**src/rtl/vga_plot_arbiter.sv**
```systemverilog
// Round-robin owner of the vga_adapter plot port; each engine keeps the port for a whole burst ending on last.
// One-cycle accept-to-plot latency; an owner silent for TIMEOUT cycles is released with an abort pulse.
module vga_plot_arbiter #(
    parameter int N       = 4,
    parameter int TIMEOUT = 15
) (
    input  logic             CLOCK_50,
    input  logic             reset,
    input  logic [N-1:0]     req,
    input  logic [N-1:0]     last,
    input  logic [8*N-1:0]   x_in,
    input  logic [7*N-1:0]   y_in,
    input  logic [3*N-1:0]   colour_in,
    output logic [N-1:0]     gnt,
    output logic [7:0]       x,
    output logic [6:0]       y,
    output logic [2:0]       colour,
    output logic             plot,
    output logic             busy,
    output logic [N-1:0]     abort
);

    localparam int IW = (N > 1) ? $clog2(N) : 1;

    typedef enum logic {IDLE, BURST} state_t;

    state_t          state;
    logic [IW-1:0]   ptr;
    logic [IW-1:0]   own;
    logic [IW-1:0]   pick;
    logic [IW-1:0]   cand;
    logic [IW-1:0]   nxt;
    logic            found;
    logic [7:0]      icnt;

    logic [7:0]      xa [N];
    logic [6:0]      ya [N];
    logic [2:0]      ca [N];

    for (genvar i = 0; i < N; i++) begin : g_unpack
        assign xa[i] = x_in[8*i +: 8];
        assign ya[i] = y_in[7*i +: 7];
        assign ca[i] = colour_in[3*i +: 3];
    end

    // First requester at or after ptr, wrapping modulo N.
    always_comb begin
        pick  = '0;
        cand  = '0;
        found = 1'b0;
        for (int k = 0; k < N; k++) begin
            cand = IW'((int'(ptr) + k) % N);
            if (!found && req[cand]) begin
                pick  = cand;
                found = 1'b1;
            end
        end
    end

    assign nxt = (own == IW'(N - 1)) ? '0 : own + 1'b1;

    always_ff @(posedge CLOCK_50 or posedge reset) begin
        if (reset) begin
            state  <= IDLE;
            gnt    <= '0;
            ptr    <= '0;
            own    <= '0;
            icnt   <= '0;
            x      <= '0;
            y      <= '0;
            colour <= '0;
            plot   <= 1'b0;
            busy   <= 1'b0;
            abort  <= '0;
        end else begin
            abort <= '0;
            case (state)
                IDLE: begin
                    plot <= 1'b0;
                    if (found) begin
                        gnt   <= N'(1) << pick;
                        own   <= pick;
                        icnt  <= '0;
                        state <= BURST;
                        busy  <= 1'b1;
                    end
                end
                BURST: begin
                    if (req[own]) begin
                        x      <= xa[own];
                        y      <= ya[own];
                        colour <= ca[own];
                        plot   <= 1'b1;
                        icnt   <= '0;
                        if (last[own]) begin
                            gnt   <= '0;
                            ptr   <= nxt;
                            state <= IDLE;
                            busy  <= 1'b0;
                        end
                    end else begin
                        plot <= 1'b0;
                        // icnt holds the idle edges already seen; this edge is the TIMEOUT-th.
                        if (icnt == 8'(TIMEOUT - 1)) begin
                            gnt        <= '0;
                            ptr        <= nxt;
                            state      <= IDLE;
                            busy       <= 1'b0;
                            abort[own] <= 1'b1;
                        end else begin
                            icnt <= icnt + 8'd1;
                        end
                    end
                end
                default: state <= IDLE;
            endcase
        end
    end

endmodule

```
**config.mk**
```make
export PLATFORM = sky130hd
export DESIGN_NAME = vga_plot_arbiter
export DESIGN_NICKNAME = d
export VERILOG_FILES = /design/src/rtl/vga_plot_arbiter.sv
export SDC_FILE = /design/constraint.sdc
export NUM_CORES = 1
export LEC_CHECK = 0
export ABC_AREA = 1
export BUFFER_PORTS_ARGS = -buffer_cell sky130_fd_sc_hd__buf_2
export CORE_ASPECT_RATIO = 1.4
export CORE_MARGIN = 5
export CORE_UTILIZATION = 50
export CTS_BUF_LIST = sky130_fd_sc_hd__clkbuf_2
export DETAILED_ROUTE_END_ITERATION = 8
export HOLD_SLACK_MARGIN = 0.05
export PLACE_DENSITY = 0.87
export SYNTH_ARGS = -nofsm -noshare
export SYNTH_HDL_FRONTEND = slang
export SYNTH_SLANG_ARGS = --single-unit
```
**constraint.sdc**
```tcl
create_clock -name CLOCK_50 -period 3.4 [get_ports CLOCK_50]
set_input_delay 0.34 -clock CLOCK_50 [delete_from_list [all_inputs] [get_ports CLOCK_50]]
set_output_delay 0.34 -clock CLOCK_50 [all_outputs]
set_load 0.01 [all_outputs]
```
**After elaboration in Yosys (flattened, before gate mapping)**

Index checks and enable logic that the tools add are counted.

- Shifts and indexed selects: 1
- Mux-type cells: 59
- $mul: 0
- Add/sub/neg operators: 5
- Divide/modulo/power cells: 0
- Reductions and logical operators: 13
- Bitwise logic cells: 2
- Magnitude comparators: 7
- Equal/unequal tests: 7

Operator list:

| cell | count |
|---|---|
| 8-bit 2-to-1 mux | 5 |
| 4-bit 2-to-1 mux | 7 |
| 1-bit 2-to-1 mux | 20 |
| 8-bit binary-select mux with 2-bit select | 1 |
| 2-bit 2-to-1 mux | 8 |
| 8-bit one-hot mux with 2 select lines | 1 |
| 2-bit by 3-bit < comparator with 1-bit output, second input constant | 5 |
| 7-bit binary-select mux with 2-bit select | 1 |
| 7-bit 2-to-1 mux | 2 |
| 1-bit binary-select mux with 2-bit select | 6 |
| 8-bit by 1-bit adder with 8-bit output, second input constant | 1 |
| 8-bit by 4-bit == test with 1-bit output, second input constant | 1 |
| 4-bit one-hot mux with 2 select lines | 1 |
| 3-bit binary-select mux with 2-bit select | 1 |
| 3-bit 2-to-1 mux | 2 |
| 1-bit one-hot mux with 2 select lines | 3 |
| 2-bit AND reduction | 3 |
| 3-bit AND reduction | 2 |
| 2-bit by 1-bit adder with 2-bit output, second input constant | 2 |
| 2-bit adder, second input constant | 2 |
| 1-bit logical AND | 4 |
| 1-bit by 2-bit << shifter with 4-bit output, first input constant | 1 |
| 3-bit greater-or-equal comparator, second input constant | 1 |
| 1-bit zero test | 3 |
| 11 further kinds | 11 |

- Word-level logic and storage cells: 105
- Bits in registers: 41
- Bits in latches: 0
- Memories kept: 0
- ROM bits: 0
- Input port bits: 82
- Memory bits (writable): 0
- Output and inout port bits: 28

**Longest topological paths before layout**

Gate-level depths: netlist (run 1).

- Depth in word-level cells: 15
- Gate-level depth with buffers: 13
- Depth with buffers taken out: 12

**Least setup slack after synthesis (run 1)**

Ideal clock, no wire load.

- Kind: flip-flop to flip-flop
- From: reg own[1]
- To: reg ptr[1]
- Setup time: 0.127 ns
- Period minus slack after synthesis: 1.471 ns
- Slack: 1.929 ns
- Data required time: 3.273 ns
- Cell stages (with the launch flop): 7
- Path buffers: 2
- Data arrival time: 1.344 ns
- Cells stage by stage: dfrtp_1 > inv_1 > clkbuf_1 > clkbuf_1 > ha_1 > nand2_1 > o21ai_0

- Word-level cells in the longest chain between the ends: 4
- Elaborated cells between the ends (all ways): 13
- Classes of those cells: add/sub (1); eq/ne (2); mux (8); reduce/logical (2)

Ends and longest elaborated chain:

| item | RTL line | source |
|---|---|---|
| from (decl) | 29 | `logic [IW-1:0] own;` |
| from (signal assigned) | 82 | `own <= pick;` |
| 2-bit by 1-bit adder with 2-bit output or 2-bit == test (tied branches) | 60 | `assign nxt = (own == IW'(N - 1)) ? '0 : own + 1'b1;` |
| 2-bit 2-to-1 mux * | 60 |  |
| named net nxt[1] | 32 | `logic [IW-1:0] nxt;` |
| 2-bit 2-to-1 mux, on equally long branches | 104, 95 |  |
| 2-bit 2-to-1 mux * | 89 | `if (req[own]) begin` |
| to (signal assigned) | 97 | `ptr <= nxt;` |
| to (signal assigned) | 106 | `ptr <= nxt;` |
| to (decl) | 28 | `logic [IW-1:0] ptr;` |

The timed path passes the listed nets; every way through them passes the cells marked *. The select of a mux whose other input is x is not followed.
A chain may end at the register's enable or synchronous reset.

**Worst setup path in the final report (run 1)**

- From: reg own[1]
- To: reg ptr[0]

- Word-level cells in the longest chain between the ends: 4
- Elaborated cells between the ends (all ways): 12
- Classes of those cells: eq/ne (2); mux (8); reduce/logical (2)

Ends and longest elaborated chain:

| item | RTL line |
|---|---|
| 1-bit binary-select mux with 2-bit select (tied with other cells) | 89 |
| 1-bit 2-to-1 mux (not written as such) (tied with other cells) | 89 |
| 2-bit by 1-bit != test with 1-bit output (no line) (tied with other cells) | - |
| 3-bit AND reduction (no line) or 2-bit 2-to-1 mux (tied branches) | - |

Parallel ways exist; a longest one is shown, timed or not. The select of a mux whose other input is x is not followed.

==> results of run 1 <==
-- worst reg2reg max path, cell delays in order, from the launching register on --
cell     delay (ns)
dfrtp_1        0.43
buf_4          0.22
inv_1          0.46
nand3_1        0.22
nand2_4        0.18
nor2_2         0.05
buf_4          0.20
inv_2          0.27
o21ai_2        0.12
nand3_1        0.08
o21ai_1        0.07
-- per-layer routing --
metal	global-route usage, %	part of all wire (%)
met1	23.4	38
met2	40.5	54
met3	4.43	5.8
met4	6.53	1.5
met5	0	0
-- through the flow --
stage	instances	util, %	setup WS [ns]	hold slack, ns
2_1_floorplan	392	-	1.93	0.488
5_1_grt	563	62.1	0.789	0.187
6_report	563	62.1	1.03	0.0925
3_3_place_gp	555	60.8	1.15	0.458
3_5_place_dp	555	60.8	1.08	0.462
4_1_cts	563	62.1	1.05	0.132
-- state kept, by name, summed over array words and instances, names as in the netlist --
register  count
state         1
plot          1
colour        3
own           2
y             7
abort         4
busy          1
icnt          8
gnt           4
ptr           2
x             8
-- worst min-delay path by stage --
stage,slack [ns],end,start
after floorplan,0.49,icnt[7]$_DFFE_PP0P_,icnt[7]$_DFFE_PP0P_
after global placement,0.46,busy$_DFFE_PP0P_,busy$_DFFE_PP0P_
after detailed placement,0.46,gnt[2]$_DFFE_PP0P_,gnt[2]$_DFFE_PP0P_
after CTS,0.13,y[4]$_DFFE_PP0P_,reset
after global routing,0.19,y[6]$_DFFE_PP0P_,reset
final,0.09,y[4]$_DFFE_PP0P_,reset
-- layout make-up --
class / count / area share (%)
Tap cell: 68 / 2.50
Clock buffer: 5 / 0.735
Inverter: 25 / 2.76
Sequential cell: 41 / 30.1
Multi-Input combinational cell: 308 / 45.6
Timing Repair Buffer: 113 / 16.9
Clock inverter: 3 / 1.36
-- power by group through the flow --
stage	Combinational, uW	Sequential, uW	Clock [uW]
6_report	1690	812	294
2_1_floorplan	1240	858	0
4_1_cts	1700	809	301
3_3_place_gp	1620	816	0
3_5_place_dp	1690	814	0
5_1_grt	1910	834	320
-- cell families after synthesis --
kind of cell             share of synthesized area, %
AO/OA/AOI/OAI                                    13.7
buffers and inverters                            7.53
flip-flops                                       36.8
XOR/XNOR                                        0.942
AND/OR/NAND/NOR                                  38.3
adder cells (fa/ha/maj)                          2.69
-- placed cells by master, fill, tap and decap left out, drive strengths merged --
cell and n:
ha 6, or2 3, nand4 5, a21oi 1, nor2 53, o21ai 47, bufinv 1, nand2 147
clkinvlp 1, inv 25, clkinv 1, dfrtp 41, nand3 23, nor3 1, a21boi 1, o22ai 18
xor2 3, buf 113, clkbuf 5
-- synthesized netlist by cell type (all sizes together) --
master and instances:
nand2 147, nor2 53, o21ai 47, dfrtp 41
inv 25, nand3 23, o22ai 18, buf 12
clkbuf 6, ha 6, nand4 5, or2 3
xor2 3, a21boi 1, a21oi 1, nor3 1
==> flow_summary.html, run 1 <==
<table>
<tr><th>Metric</th><th>Value</th></tr>
<tr><th colspan="2">Outcome</th></tr>
<tr><td>Run status</td><td>complete, no violations</td></tr>
<tr><th colspan="2">Global route</th></tr>
<tr><td>Leftover overflow at the end of global routing</td><td>0</td></tr>
<tr><td>Pin count of the biggest net entering global routing</td><td>44</td></tr>
<tr><td>Global-route wire length before repair</td><td>12.5 mm</td></tr>
<tr><td>Overall routing resource usage</td><td>21.6%</td></tr>
<tr><td>Initial antenna violation count</td><td>0</td></tr>
<tr><td>Vias in the first global route</td><td>2986</td></tr>
<tr><th colspan="2">Critical path</th></tr>
<tr><td>End point of the critical path</td><td>ptr[0]$_DFFE_PP0P_</td></tr>
<tr><td>Total stage count of the critical path</td><td>10</td></tr>
<tr><td>CP Launch Type</td><td>flip-flop</td></tr>
<tr><td>Kind of critical path</td><td>flip-flop to flip-flop</td></tr>
<tr><td>Largest stage delay, worst path</td><td>0.46 ns</td></tr>
<tr><td>Reg-to-reg startpoint</td><td>own[1]$_DFFE_PP0P_</td></tr>
<tr><td>CP Data Arrival Time</td><td>2.70 ns</td></tr>
<tr><td>Length in cells of the worst reg-to-reg path</td><td>10</td></tr>
<tr><td>Number of buffer and inverter stages on the critical path</td><td>4</td></tr>
<tr><td>Series of cell instances along the critical path</td><td>buf_4, inv_1, nand3_1, nand2_4, nor2_2, buf_4, inv_2, o21ai_2, nand3_1, o21ai_1</td></tr>
<tr><td>Element type at the critical path end</td><td>flip-flop</td></tr>
<tr><td>Cell with the biggest individual delay on the critical path</td><td>inv_1</td></tr>
<tr><td>Data required, critical path</td><td>3.74 ns</td></tr>
<tr><td>Critical path peak fanout</td><td>24</td></tr>
<tr><td>Worst reg2reg setup slack</td><td>1.03 ns</td></tr>
<tr><td>Reg-to-reg endpoint</td><td>ptr[0]$_DFFE_PP0P_</td></tr>
<tr><td>Worst setup startpoint</td><td>own[1]$_DFFE_PP0P_</td></tr>
<tr><td>Kind of cell adding the most delay to the critical path</td><td>buffers and inverters</td></tr>
<tr><th colspan="2">Timing</th></tr>
<tr><td>Slew HR</td><td>36.5%</td></tr>
<tr><td>Final setup skew</td><td>0.0195 ns</td></tr>
<tr><td>Total count of max-transition violations in the final report</td><td>0</td></tr>
<tr><td>Minimum clock period after layout</td><td>2.37 ns</td></tr>
<tr><td>FMAX</td><td>423 MHz</td></tr>
<tr><td>Number of hold violations in the final report</td><td>0</td></tr>
<tr><td>Setup total negative slack</td><td>0 ns</td></tr>
<tr><td>Final-report setup violation count</td><td>0</td></tr>
<tr><td>Actual transition at the worst max-transition pin</td><td>0.951 ns</td></tr>
<tr><td>Period utilisation layout</td><td>69.6%</td></tr>
<tr><td>Setup repair after global routing missed its margin</td><td>false</td></tr>
<tr><th colspan="2">Die</th></tr>
<tr><td>Total Die Area</td><td>0.00720 mm^2</td></tr>
<tr><td>Height of the die</td><td>98.4 um</td></tr>
<tr><td>Number of top-level design ports</td><td>110</td></tr>
<tr><td>Initial Utilization</td><td>50.9%</td></tr>
<tr><td>Cell row count</td><td>32</td></tr>
<tr><td>Area inside the core boundary</td><td>0.00549 mm^2</td></tr>
<tr><td>Die Span X</td><td>73.1 um</td></tr>
<tr><th colspan="2">Logic synthesis</th></tr>
<tr><td>Area share of the largest cell type after synthesis</td><td>36.8%</td></tr>
<tr><td>Mapped cell area</td><td>0.00279 mm^2</td></tr>
<tr><td>Synth unique cells</td><td>31</td></tr>
<tr><td>Count of state elements after synthesis</td><td>41</td></tr>
<tr><td>Synthesized net count</td><td>480</td></tr>
<tr><td>Largest cells by area after synthesis</td><td>dfrtp_1 (37%), nand2_1 (17%), o21ai_0 (7.4%)</td></tr>
<tr><td>Synth warn</td><td>0</td></tr>
<tr><td>Sequential-to-total area share from yosys stat</td><td>36.8%</td></tr>
<tr><td>Syn Inst Count</td><td>392</td></tr>
<tr><td>Largest area contributor in the netlist</td><td>dfrtp_1</td></tr>
<tr><td>Synthesized area per cell</td><td>7.12 um^2</td></tr>
<tr><th colspan="2">Pwr</th></tr>
<tr><td>Sum of internal, switching and leakage power</td><td>2790 uW</td></tr>
<tr><td>Fraction of power consumed by combinational cells</td><td>60.4%</td></tr>
<tr><td>Leakage power</td><td>0.00188 uW</td></tr>
<tr><td>Seq pwr share</td><td>29.1%</td></tr>
<tr><td>Worst IR drop on VDD</td><td>0.000476 V</td></tr>
<tr><td>Power share of the clock group</td><td>10.5%</td></tr>
<tr><td>Switching component of the power</td><td>1430 uW</td></tr>
<tr><td>Design internal power</td><td>1370 uW</td></tr>
<tr><td>Power per cell area</td><td>820 mW/mm^2</td></tr>
<tr><td>Switching share of total power</td><td>51.1%</td></tr>
<tr><th colspan="2">Clock network</th></tr>
<tr><td>TritonCTS clock tree</td><td>built</td></tr>
<tr><td>Number of CTS-inserted buffers</td><td>5</td></tr>
<tr><td>Worst skew pair latency</td><td>0.41 ns</td></tr>
<tr><td># clock sinks</td><td>41</td></tr>
<tr><td>Clock slew seen by the registers of the worst setup and hold paths</td><td>0.23 ns</td></tr>
<tr><td>Root Buffer</td><td>clkbuf_2</td></tr>
<tr><td>Number of buffers inserted by hold repair at cts</td><td>0</td></tr>
<tr><td>Postcts setup bufs</td><td>0</td></tr>
<tr><td>Number of cells upsized or downsized after cts</td><td>0</td></tr>
<tr><td>Buffers from clock root to sink, at most</td><td>2</td></tr>
<tr><td># H-tree levels</td><td>2</td></tr>
<tr><th colspan="2">Detailed routing</th></tr>
<tr><td>Drc violations</td><td>0</td></tr>
<tr><td>Avg Vias per Cell</td><td>5.19</td></tr>
<tr><td>Routed via count</td><td>2923</td></tr>
<tr><td>Detailed Route Iter0 Violations</td><td>100</td></tr>
<tr><td>Total detailed-routing wirelength</td><td>7.43 mm</td></tr>
<tr><td>Antenna Violating Nets Remaining</td><td>0</td></tr>
<tr><td>First drt pass iteration count</td><td>4</td></tr>
<tr><td>Wire length per cell after detailed routing</td><td>13.2 um</td></tr>
<tr><th colspan="2">Final layout</th></tr>
<tr><td>Fraction of final layout cells with drive strength greater than 1</td><td>33.5%</td></tr>
<tr><td>Multi-input gate area in the final layout</td><td>0.00155 mm^2</td></tr>
<tr><td>Post-route design area</td><td>0.00341 mm^2</td></tr>
<tr><td>Reg area</td><td>0.00103 mm^2</td></tr>
<tr><td>Fillers</td><td>475</td></tr>
<tr><td>Total number of nets in the final design</td><td>582</td></tr>
<tr><td>Antenna cell count</td><td>0</td></tr>
<tr><td>Layout overhead on the synthesized area</td><td>22.1%</td></tr>
<tr><th colspan="2">Placed design</th></tr>
<tr><td>Global placement routability congestion</td><td>0.810</td></tr>
<tr><td>Port Buffer Count</td><td>109</td></tr>
<tr><td>Post-DP HPWL</td><td>5.72 mm</td></tr>
<tr><td>Post-placement cell area</td><td>0.00333 mm^2</td></tr>
<tr><th colspan="2">Flow run</th></tr>
<tr><td>Max capacitance violation total</td><td>0</td></tr>
<tr><th colspan="2">Worst hold path</th></tr>
<tr><td>Worst hold path class</td><td>primary input to asynchronous set/reset pin</td></tr>
</table>
No activity file was read; power rests on OpenSTA's default activity.
==> run 2: changes to the inputs <==
==> constraint.sdc (replaced) <==
create_clock -name CLOCK_50 -period 2.3 [get_ports CLOCK_50]
set_input_delay 0.23 -clock CLOCK_50 [delete_from_list [all_inputs] [get_ports CLOCK_50]]
set_output_delay 0.23 -clock CLOCK_50 [all_outputs]
set_load 0.01 [all_outputs]
==> run 2 against run 1 <==
Clock skew grew 0.0074 ns; clock-buffer cell count is the same; wire length shrank 2.7%; clock power grew 49%; maximum frequency grew 24%; critical endpoint is now gnt[2]$_DFFE_PP0P_; combinational power grew 46%; first-iteration DRC count grew 120%; final cell count grew 0.53%; critical path depth shrank 1; register-to-register slack lost 0.65 ns; worst hold slack gained 0.057 ns; power grew 48%.
==> flow_summary.html, run 2 (synthesized netlist as in run 1, its figures left out) <==
<table>
<tr><th>Metric</th><th>Value</th></tr>
<tr><th colspan="2">Die</th></tr>
<tr><td>Total Die Area</td><td>0.00720 mm^2 (unchanged)</td></tr>
<tr><td>Cell row count</td><td>32 (unchanged)</td></tr>
<tr><td>Height of the die</td><td>98.4 um (unchanged)</td></tr>
<tr><td>Number of top-level design ports</td><td>110 (unchanged)</td></tr>
<tr><td>Area inside the core boundary</td><td>0.00549 mm^2 (unchanged)</td></tr>
<tr><td>Initial Utilization</td><td>50.9% (unchanged)</td></tr>
<tr><td>Die Span X</td><td>73.1 um (unchanged)</td></tr>
<tr><th colspan="2">Final layout</th></tr>
<tr><td>Most frequent standard cell in the layout excluding fill and tap cells</td><td>nand2_1 (unchanged)</td></tr>
<tr><td>Largest registers in the final layout</td><td>icnt x8, x x8, y x7 (unchanged)</td></tr>
<tr><td>Antenna cell count</td><td>0 (unchanged)</td></tr>
<tr><td>Top library cells by usage in the layout, fill and taps aside</td><td>nand2_1 (125), buf_2 (109), nor2_1 (48) (unchanged)</td></tr>
<tr><td>Layout overhead on the synthesized area</td><td>22.9% (was 22.1%)</td></tr>
<tr><td>Fillers</td><td>482 (was 475)</td></tr>
<tr><td>Total number of nets in the final design</td><td>585 (was 582)</td></tr>
<tr><td>Fraction of final layout cells with drive strength greater than 1</td><td>33.7% (was 33.5%)</td></tr>
<tr><th colspan="2">Timing</th></tr>
<tr><td>Minimum clock period after layout</td><td>1.91 ns (was 2.37 ns)</td></tr>
<tr><td>FMAX</td><td>524 MHz (was 423 MHz)</td></tr>
<tr><td>Final-report setup violation count</td><td>0 (unchanged)</td></tr>
<tr><td>Number of hold violations in the final report</td><td>0 (unchanged)</td></tr>
<tr><td>Period utilisation layout</td><td>83.1% (was 69.6%)</td></tr>
<tr><td>Final setup skew</td><td>0.0269 ns (was 0.0195 ns)</td></tr>
<tr><td>Setup repair after global routing missed its margin</td><td>false (unchanged)</td></tr>
<tr><td>Total count of max-transition violations in the final report</td><td>0 (unchanged)</td></tr>
<tr><td>Setup total negative slack</td><td>0 ns (unchanged)</td></tr>
<tr><td>Actual transition at the worst max-transition pin</td><td>0.499 ns (was 0.951 ns)</td></tr>
<tr><td>Slew HR</td><td>66.8% (was 36.5%)</td></tr>
<tr><td>Min Hold Slack</td><td>0.150 ns (was 0.0925 ns)</td></tr>
<tr><th colspan="2">Detailed routing</th></tr>
<tr><td>First drt pass iteration count</td><td>4 (unchanged)</td></tr>
<tr><td>Detailed Route Iter0 Violations</td><td>217 (was 100)</td></tr>
<tr><td>Antenna Violating Nets Remaining</td><td>0 (unchanged)</td></tr>
<tr><td>Drc violations</td><td>0 (unchanged)</td></tr>
<tr><td>Total detailed-routing wirelength</td><td>7.23 mm (was 7.43 mm)</td></tr>
<tr><td>Avg Vias per Cell</td><td>5.20 (was 5.19)</td></tr>
<tr><td>Routed via count</td><td>2946 (was 2923)</td></tr>
<tr><td>Wire length per cell after detailed routing</td><td>12.8 um (was 13.2 um)</td></tr>
<tr><th colspan="2">Critical path</th></tr>
<tr><td>Data required, critical path</td><td>2.61 ns (was 3.74 ns)</td></tr>
<tr><td>Worst setup startpoint</td><td>own[0]$_DFFE_PP0P_ (was own[1]$_DFFE_PP0P_)</td></tr>
<tr><td>CP Launch Type</td><td>flip-flop (unchanged)</td></tr>
<tr><td>Reg-to-reg startpoint</td><td>own[0]$_DFFE_PP0P_ (was own[1]$_DFFE_PP0P_)</td></tr>
<tr><td>Element type at the critical path end</td><td>flip-flop (unchanged)</td></tr>
<tr><td>CP Data Arrival Time</td><td>2.22 ns (was 2.70 ns)</td></tr>
<tr><td>Critical path peak fanout</td><td>38 (was 24)</td></tr>
<tr><td>Kind of critical path</td><td>flip-flop to flip-flop (unchanged)</td></tr>
<tr><th colspan="2">Clock network</th></tr>
<tr><td>Buffers from clock root to sink, at most</td><td>2 (unchanged)</td></tr>
<tr><td>TritonCTS clock tree</td><td>built (unchanged)</td></tr>
<tr><td>Number of cells upsized or downsized after cts</td><td>0 (unchanged)</td></tr>
<tr><td>Number of CTS-inserted buffers</td><td>5 (unchanged)</td></tr>
<tr><td># clock sinks</td><td>41 (unchanged)</td></tr>
<tr><td>Root Buffer</td><td>clkbuf_2 (unchanged)</td></tr>
<tr><td># H-tree levels</td><td>2 (unchanged)</td></tr>
<tr><td>Postcts setup bufs</td><td>0 (unchanged)</td></tr>
<tr><td>Clock slew seen by the registers of the worst setup and hold paths</td><td>0.23 ns (about the same)</td></tr>
<tr><td>Worst skew pair latency</td><td>0.42 ns (was 0.41 ns)</td></tr>
<tr><th colspan="2">Global route</th></tr>
<tr><td>Initial antenna violation count</td><td>0 (unchanged)</td></tr>
<tr><td>Global-route wire length before repair</td><td>12.4 mm (was 12.5 mm)</td></tr>
<tr><td>Leftover overflow at the end of global routing</td><td>0 (unchanged)</td></tr>
<tr><td>Vias in the first global route</td><td>2994 (was 2986)</td></tr>
<tr><td>Pin count of the biggest net entering global routing</td><td>42 (was 44)</td></tr>
<tr><td>Overall routing resource usage</td><td>21.2% (was 21.6%)</td></tr>
<tr><th colspan="2">Pwr</th></tr>
<tr><td>Leakage power</td><td>0.00190 uW (was 0.00188 uW)</td></tr>
<tr><td>Power per cell area</td><td>1210 mW/mm^2 (was 820 mW/mm^2)</td></tr>
<tr><td>Worst IR drop on VDD</td><td>0.000702 V (was 0.000476 V)</td></tr>
<tr><th colspan="2">Outcome</th></tr>
<tr><td>Run status</td><td>complete, no violations (unchanged)</td></tr>
<tr><th colspan="2">Flow run</th></tr>
<tr><td>Max capacitance violation total</td><td>0 (unchanged)</td></tr>
<tr><th colspan="2">Placed design</th></tr>
<tr><td>Post-DP HPWL</td><td>5.60 mm (was 5.72 mm)</td></tr>
<tr><td>Port Buffer Count</td><td>109 (unchanged)</td></tr>
<tr><td>Global placement routability congestion</td><td>0.805 (was 0.810)</td></tr>
<tr><th colspan="2">Worst hold path</th></tr>
<tr><td>Worst Hold Launch</td><td>colour_in[1]</td></tr>
<tr><td>Worst hold path class</td><td>primary input to flip-flop (was primary input to asynchronous set/reset pin)</td></tr>
</table>
==> run 2: through the flow <==
step	total power, uW	setup slack, ns	utilization [%]	instances	area, um^2
3_5_place_dp	3720	0.451	61.1	557	3350
6_report	4140	0.390	62.5	566	3430
4_1_cts	4160	0.391	62.5	566	3430
2_1_floorplan	3100	0.829	-	392	2790
3_3_place_gp	3610	0.565	61.1	557	3350
5_1_grt	4550	0.217	62.5	566	3430
==> run 2: cell type report <==
type | instances | area (um^2) | share of cell area, %
clock buffers | 5 | 25.0 | 0.730
clock inverters | 3 | 43.8 | 1.28
inverters | 25 | 93.8 | 2.74
multi-input cells | 308 | 1550 | 45.3
flip-flops and latches | 41 | 1030 | 29.9
well taps | 68 | 85.1 | 2.48
repair buffers | 116 | 601 | 17.5
==> run 2: timing repair <==
| action | 4_1_cts | 5_1_grt |
|---|---|---|
| endpoints found under the setup margin | 0 | 0 |
| hold buffers | 1 | 0 |
| hold endpoints to repair | 41 | 0 |
==> run 2: metal layers <==
layer | share of wire [%] | vias to the layer above | GRT usage, %
met3 | 6.6 | 28 | 4.84
met5 | 0 | - | 0
met2 | 52 | 110 | 36.7
met4 | 3.7 | 0 | 12.2
met1 | 38 | 1335 | 22.9
li1 | - | 1473 | -
==> run 2: worst paths after layout <==
kind	end	slack (ns)	depth (start not counted)
hold / removal	colour[1]$_DFFE_PP0P_	0.15	5
min in group asynchronous	colour[1]$_DFFE_PP0P_	0.44	4
max in group asynchronous	ptr[1]$_DFFE_PP0P_	1.49	4
setup / recovery	gnt[2]$_DFFE_PP0P_	0.39	9
setup reg to reg	gnt[2]$_DFFE_PP0P_	0.39	9
hold reg to reg	gnt[3]$_DFFE_PP0P_	0.50	2
==> run 2: report_power, final <==
part | internal, uW | switching [uW] | leakage, uW
Clock | 186 | 252 | 0.0000433
Combinational | 868 | 1600 | 0.00133
Sequential | 986 | 249 | 0.000527
Total | 2040 | 2100 | 0.00190
==> run 2: worst max-delay path, cell delays in order (launching register included) <==
cell and delay (ns):
dfrtp_1 0.59, inv_2 0.18, buf_4 0.33, nand2_1 0.10, nand3_1 0.08, nand2_1 0.10, a21oi_2 0.19, nand2_2 0.11
nand2_1 0.07, nand2_1 0.05
==> run 3: changes to the inputs <==
--- a/config.mk
+++ b/config.mk
@@ -9,11 +9,11 @@
 export BUFFER_PORTS_ARGS = -buffer_cell sky130_fd_sc_hd__buf_2
 export CORE_ASPECT_RATIO = 1.4
 export CORE_MARGIN = 5
-export CORE_UTILIZATION = 50
+export CORE_UTILIZATION = 46
 export CTS_BUF_LIST = sky130_fd_sc_hd__clkbuf_2
 export DETAILED_ROUTE_END_ITERATION = 8
 export HOLD_SLACK_MARGIN = 0.05
-export PLACE_DENSITY = 0.87
+export PLACE_DENSITY = 0.84
 export SYNTH_ARGS = -nofsm -noshare
 export SYNTH_HDL_FRONTEND = slang
 export SYNTH_SLANG_ARGS = --single-unit
==> constraint.sdc (replaced) <==
create_clock -name CLOCK_50 -period 1.7 [get_ports CLOCK_50]
set_input_delay 0.17 -clock CLOCK_50 [delete_from_list [all_inputs] [get_ports CLOCK_50]]
set_output_delay 0.17 -clock CLOCK_50 [all_outputs]
set_load 0.01 [all_outputs]
==> run 3 against run 2 <==
Die area rose by 7.6%; first-iteration DRC count fell by 39%; global-route usage fell by 0.98 points; sequential power rose by 30%; final area rose by 1.2%; core utilization fell by 3.3 points; worst setup slack got worse by 0.33 ns; worst hold slack got worse by 0.058 ns; critical path type unchanged.
==> flow_summary.html, run 3 (synthesized netlist as in run 1, its figures left out) <==
<table>
<tr><th>Metric</th><th>Value</th></tr>
<tr><th colspan="2">Critical path</th></tr>
<tr><td>Critical path peak fanout</td><td>12 (was 38)</td></tr>
<tr><td>CP Launch Type</td><td>flip-flop (unchanged)</td></tr>
<tr><td>Kind of critical path</td><td>flip-flop to flip-flop (unchanged)</td></tr>
<tr><td>Cell with the biggest individual delay on the critical path</td><td>dfrtp_2 (was dfrtp_1)</td></tr>
<tr><td>Largest stage delay, worst path</td><td>0.50 ns (was 0.59 ns)</td></tr>
<tr><td>End point of the critical path</td><td>icnt[5]$_DFFE_PP0P_ (was gnt[2]$_DFFE_PP0P_)</td></tr>
<tr><td>Element type at the critical path end</td><td>flip-flop (unchanged)</td></tr>
<tr><td>Total stage count of the critical path</td><td>9 (unchanged)</td></tr>
<tr><td>Reg-to-reg endpoint</td><td>icnt[5]$_DFFE_PP0P_ (was gnt[2]$_DFFE_PP0P_)</td></tr>
<tr><td>Kind of cell adding the most delay to the critical path</td><td>simple AND/OR/NAND/NOR gates (was flip-flops)</td></tr>
<tr><td>CP Data Arrival Time</td><td>1.97 ns (was 2.22 ns)</td></tr>
<tr><td>Worst setup startpoint</td><td>ptr[1]$_DFFE_PP0P_ (was own[0]$_DFFE_PP0P_)</td></tr>
<tr><td>Number of buffer and inverter stages on the critical path</td><td>1 (was 2)</td></tr>
<tr><td>Reg-to-reg startpoint</td><td>ptr[1]$_DFFE_PP0P_ (was own[0]$_DFFE_PP0P_)</td></tr>
<tr><td>Series of cell instances along the critical path</td><td>inv_2, nand2_1, nand2_2, nor2_1, nor2_2, nand4_4, nand2_4, nand2_1, o21ai_0 (was inv_2, buf_4, nand2_1, nand3_1, nand2_1, a21oi_2, nand2_2, nand2_1, nand2_1)</td></tr>
<tr><td>Length in cells of the worst reg-to-reg path</td><td>9 (unchanged)</td></tr>
<tr><td>Worst reg2reg setup slack</td><td>0.06 ns (was 0.39 ns)</td></tr>
<tr><td>Critical Path Most Common Cell</td><td>nand2_1 (unchanged)</td></tr>
<tr><td>Data required, critical path</td><td>2.03 ns (was 2.61 ns)</td></tr>
<tr><th colspan="2">Clock network</th></tr>
<tr><td>Buffers from clock root to sink, at most</td><td>2 (unchanged)</td></tr>
<tr><td>TritonCTS clock tree</td><td>built (unchanged)</td></tr>
<tr><td># H-tree levels</td><td>2 (unchanged)</td></tr>
<tr><td># clock sinks</td><td>41 (unchanged)</td></tr>
<tr><td>Root Buffer</td><td>clkbuf_2 (unchanged)</td></tr>
<tr><td>Worst skew pair latency</td><td>0.42 ns (about the same)</td></tr>
<tr><td>Clock slew seen by the registers of the worst setup and hold paths</td><td>0.22 ns (was 0.23 ns)</td></tr>
<tr><td>Number of CTS-inserted buffers</td><td>5 (unchanged)</td></tr>
<tr><th colspan="2">Pwr</th></tr>
<tr><td>Power per cell area</td><td>1630 mW/mm^2 (was 1210 mW/mm^2)</td></tr>
<tr><td>Seq pwr share</td><td>28.3% (was 29.8%)</td></tr>
<tr><td>Power share of the clock group</td><td>7.7% (was 10.6%)</td></tr>
<tr><td>Fraction of power consumed by combinational cells</td><td>64.0% (was 59.6%)</td></tr>
<tr><td>Switching share of total power</td><td>51.6% (was 50.8%)</td></tr>
<tr><td>Design internal power</td><td>2730 uW (was 2040 uW)</td></tr>
<tr><td>Worst IR drop on VDD</td><td>0.000897 V (was 0.000702 V)</td></tr>
<tr><td>Switching component of the power</td><td>2910 uW (was 2100 uW)</td></tr>
<tr><td>Leakage power</td><td>0.00191 uW (was 0.00190 uW)</td></tr>
<tr><th colspan="2">Timing</th></tr>
<tr><td>Min Hold Slack</td><td>0.0913 ns (was 0.150 ns)</td></tr>
<tr><td>Actual transition at the worst max-transition pin</td><td>0.490 ns (was 0.499 ns)</td></tr>
<tr><td>Post-layout worst setup margin</td><td>0.0552 ns (was 0.390 ns)</td></tr>
<tr><td>Slew HR</td><td>67.3% (was 66.8%)</td></tr>
<tr><td>Number of hold violations in the final report</td><td>0 (unchanged)</td></tr>
<tr><td>Final-report setup violation count</td><td>0 (unchanged)</td></tr>
<tr><td>Final setup skew</td><td>0.0293 ns (was 0.0269 ns)</td></tr>
<tr><td>Period utilisation layout</td><td>96.8% (was 83.1%)</td></tr>
<tr><td>Minimum clock period after layout</td><td>1.64 ns (was 1.91 ns)</td></tr>
<tr><td>Total count of max-transition violations in the final report</td><td>0 (unchanged)</td></tr>
<tr><td>FMAX</td><td>608 MHz (was 524 MHz)</td></tr>
<tr><td>Setup repair after global routing missed its margin</td><td>true (was false)</td></tr>
<tr><th colspan="2">Final layout</th></tr>
<tr><td>Largest registers in the final layout</td><td>icnt x8, x x8, y x7 (unchanged)</td></tr>
<tr><td>Post-route design area</td><td>0.00347 mm^2 (was 0.00343 mm^2)</td></tr>
<tr><td>Layout overhead on the synthesized area</td><td>24.4% (was 22.9%)</td></tr>
<tr><td>Total number of nets in the final design</td><td>592 (was 585)</td></tr>
<tr><td>Antenna cell count</td><td>0 (unchanged)</td></tr>
<tr><td>Non-Filler Instances</td><td>575 (was 566)</td></tr>
<tr><td>Top library cells by usage in the layout, fill and taps aside</td><td>nand2_1 (124), buf_2 (109), nor2_1 (48) (was nand2_1 (125), buf_2 (109), nor2_1 (48))</td></tr>
<tr><td>Fraction of final layout cells with drive strength greater than 1</td><td>35.4% (was 33.7%)</td></tr>
<tr><td>Most frequent standard cell in the layout excluding fill and tap cells</td><td>nand2_1 (unchanged)</td></tr>
<tr><th colspan="2">Outcome</th></tr>
<tr><td>Run status</td><td>complete, no violations (unchanged)</td></tr>
<tr><th colspan="2">Die</th></tr>
<tr><td>Die Span X</td><td>75.8 um (was 73.1 um)</td></tr>
<tr><td>Height of the die</td><td>102 um (was 98.4 um)</td></tr>
<tr><td>Cell row count</td><td>33 (was 32)</td></tr>
<tr><td>Total Die Area</td><td>0.00775 mm^2 (was 0.00720 mm^2)</td></tr>
<tr><td>Area inside the core boundary</td><td>0.00586 mm^2 (was 0.00549 mm^2)</td></tr>
<tr><td>Initial Utilization</td><td>47.6% (was 50.9%)</td></tr>
<tr><td>Number of top-level design ports</td><td>110 (unchanged)</td></tr>
<tr><th colspan="2">Global route</th></tr>
<tr><td>GR Layer Usage met3</td><td>3.74% (was 4.84%)</td></tr>
<tr><td>Met2 track demand over resource in global routing</td><td>35.7% (was 36.7%)</td></tr>
<tr><td>Vias in the first global route</td><td>2920 (was 2994)</td></tr>
<tr><td>Initial antenna violation count</td><td>0 (unchanged)</td></tr>
<tr><td>Global routing's busiest layer</td><td>met2 (unchanged)</td></tr>
<tr><td>Global-route wire length before repair</td><td>12.3 mm (was 12.4 mm)</td></tr>
<tr><td>Overall routing resource usage</td><td>20.2% (was 21.2%)</td></tr>
<tr><td>Leftover overflow at the end of global routing</td><td>0 (unchanged)</td></tr>
<tr><td>Met1 global-route usage</td><td>23.3% (was 22.9%)</td></tr>
<tr><td>Pin count of the biggest net entering global routing</td><td>42 (unchanged)</td></tr>
<tr><th colspan="2">Detailed routing</th></tr>
<tr><td>Antenna Violating Nets Remaining</td><td>0 (unchanged)</td></tr>
<tr><td>Drc violations</td><td>0 (unchanged)</td></tr>
<tr><td>Wire length per cell after detailed routing</td><td>13.0 um (was 12.8 um)</td></tr>
<tr><td>Detailed Route Iter0 Violations</td><td>132 (was 217)</td></tr>
<tr><td>Avg Vias per Cell</td><td>5.18 (was 5.20)</td></tr>
<tr><td>First drt pass iteration count</td><td>4 (unchanged)</td></tr>
<tr><td>Total detailed-routing wirelength</td><td>7.49 mm (was 7.23 mm)</td></tr>
<tr><td>Routed via count</td><td>2979 (was 2946)</td></tr>
<tr><th colspan="2">Flow run</th></tr>
<tr><td>Max capacitance violation total</td><td>0 (unchanged)</td></tr>
<tr><th colspan="2">Placed design</th></tr>
<tr><td>Global placement routability congestion</td><td>0.838 (was 0.805)</td></tr>
<tr><td>Instance count after placement with tap cells included</td><td>563 (was 557)</td></tr>
<tr><td>Worst setup timing slack at the placement stage</td><td>0.0404 ns (was 0.451 ns)</td></tr>
<tr><td>Post-DP HPWL</td><td>5.72 mm (was 5.60 mm)</td></tr>
<tr><td>Post-placement cell area</td><td>0.00338 mm^2 (was 0.00335 mm^2)</td></tr>
<tr><td>Port Buffer Count</td><td>109 (unchanged)</td></tr>
<tr><th colspan="2">Worst hold path</th></tr>
<tr><td>Worst hold path class</td><td>primary input to flip-flop (unchanged)</td></tr>
</table>
==> run 3: changes by cell type in the layout (fill, tap and decap cells not counted), moves of 2 or more <==
cell        delta
buf_4          +7
dfrtp_1        -3
dfrtp_2        +3
clkinvlp_4     +2
==> run 3: power groups by stage <==
stage	Combinational, uW	Sequential, uW	Clock, uW
3_3_place_gp	3380	1600	0
3_5_place_dp	3540	1600	0
4_1_cts	3540	1590	451
6_report	3610	1600	437
5_1_grt	4070	1640	494
2_1_floorplan	2480	1720	0
==> run 3: worst min-delay path by stage <==
stage                 startpoint                    end  slack (ns)  depth (start not counted)
finish                   x_in[5]       x[5]$_DFFE_PP0P_        0.09                          5
global route             y_in[4]       y[4]$_DFFE_PP0P_        0.10                          5
CTS                 colour_in[0]  colour[0]$_DFFE_PP0P_        0.07                          5
detailed placement         reset         plot$_DFF_PP0_        0.33                          3
global placement           reset         plot$_DFF_PP0_        0.31                          3
floorplan                  reset     abort[0]$_DFF_PP0_        0.40                          1
==> run 3: tightest hold or removal path, stage by stage <==
cell	delay, ns
buf_2	0.08
nor2_1	0.03
o22ai_1	0.11
nand2_1	0.06
nand2_1	0.05
==> run 3: per-stage QoR <==
step / setup TNS [ns] / util [%] / power (uW)
2_1_floorplan: 0 / - / 4190
3_3_place_gp: 0 / 57.7 / 4990
3_5_place_dp: 0 / 57.7 / 5140
4_1_cts: 0 / 58.6 / 5580
5_1_grt: -0.115 / 59.2 / 6210
6_report: 0 / 59.2 / 5640
==> run 3: layout make-up <==
cell class	instances	area, um^2
Fill cell	568	2390
Multi-Input combinational cell	308	1560
Clock buffer	6	30.0
Inverter	25	93.8
Timing Repair Buffer	123	653
Sequential cell	41	1030
Clock inverter	2	15.0
Tap cell	70	87.6
==> run 3: per-layer routing <==
layer  vias to the layer above  wire length, um  part of all wire, %
met5                         -                0                    0
met4                         0              172                  2.3
met3                        18              478                  6.4
met2                       114             4060                   54
met1                      1362             2780                   37
li1                       1485                -                    -
==> run 3: repair_timing <==
action                                  CTS  global route
hold buffers                              1             0
gates resized for setup                   0             6
endpoints found under the setup margin    0            28
hold endpoints to repair                 41             0
setup buffers                             0             3
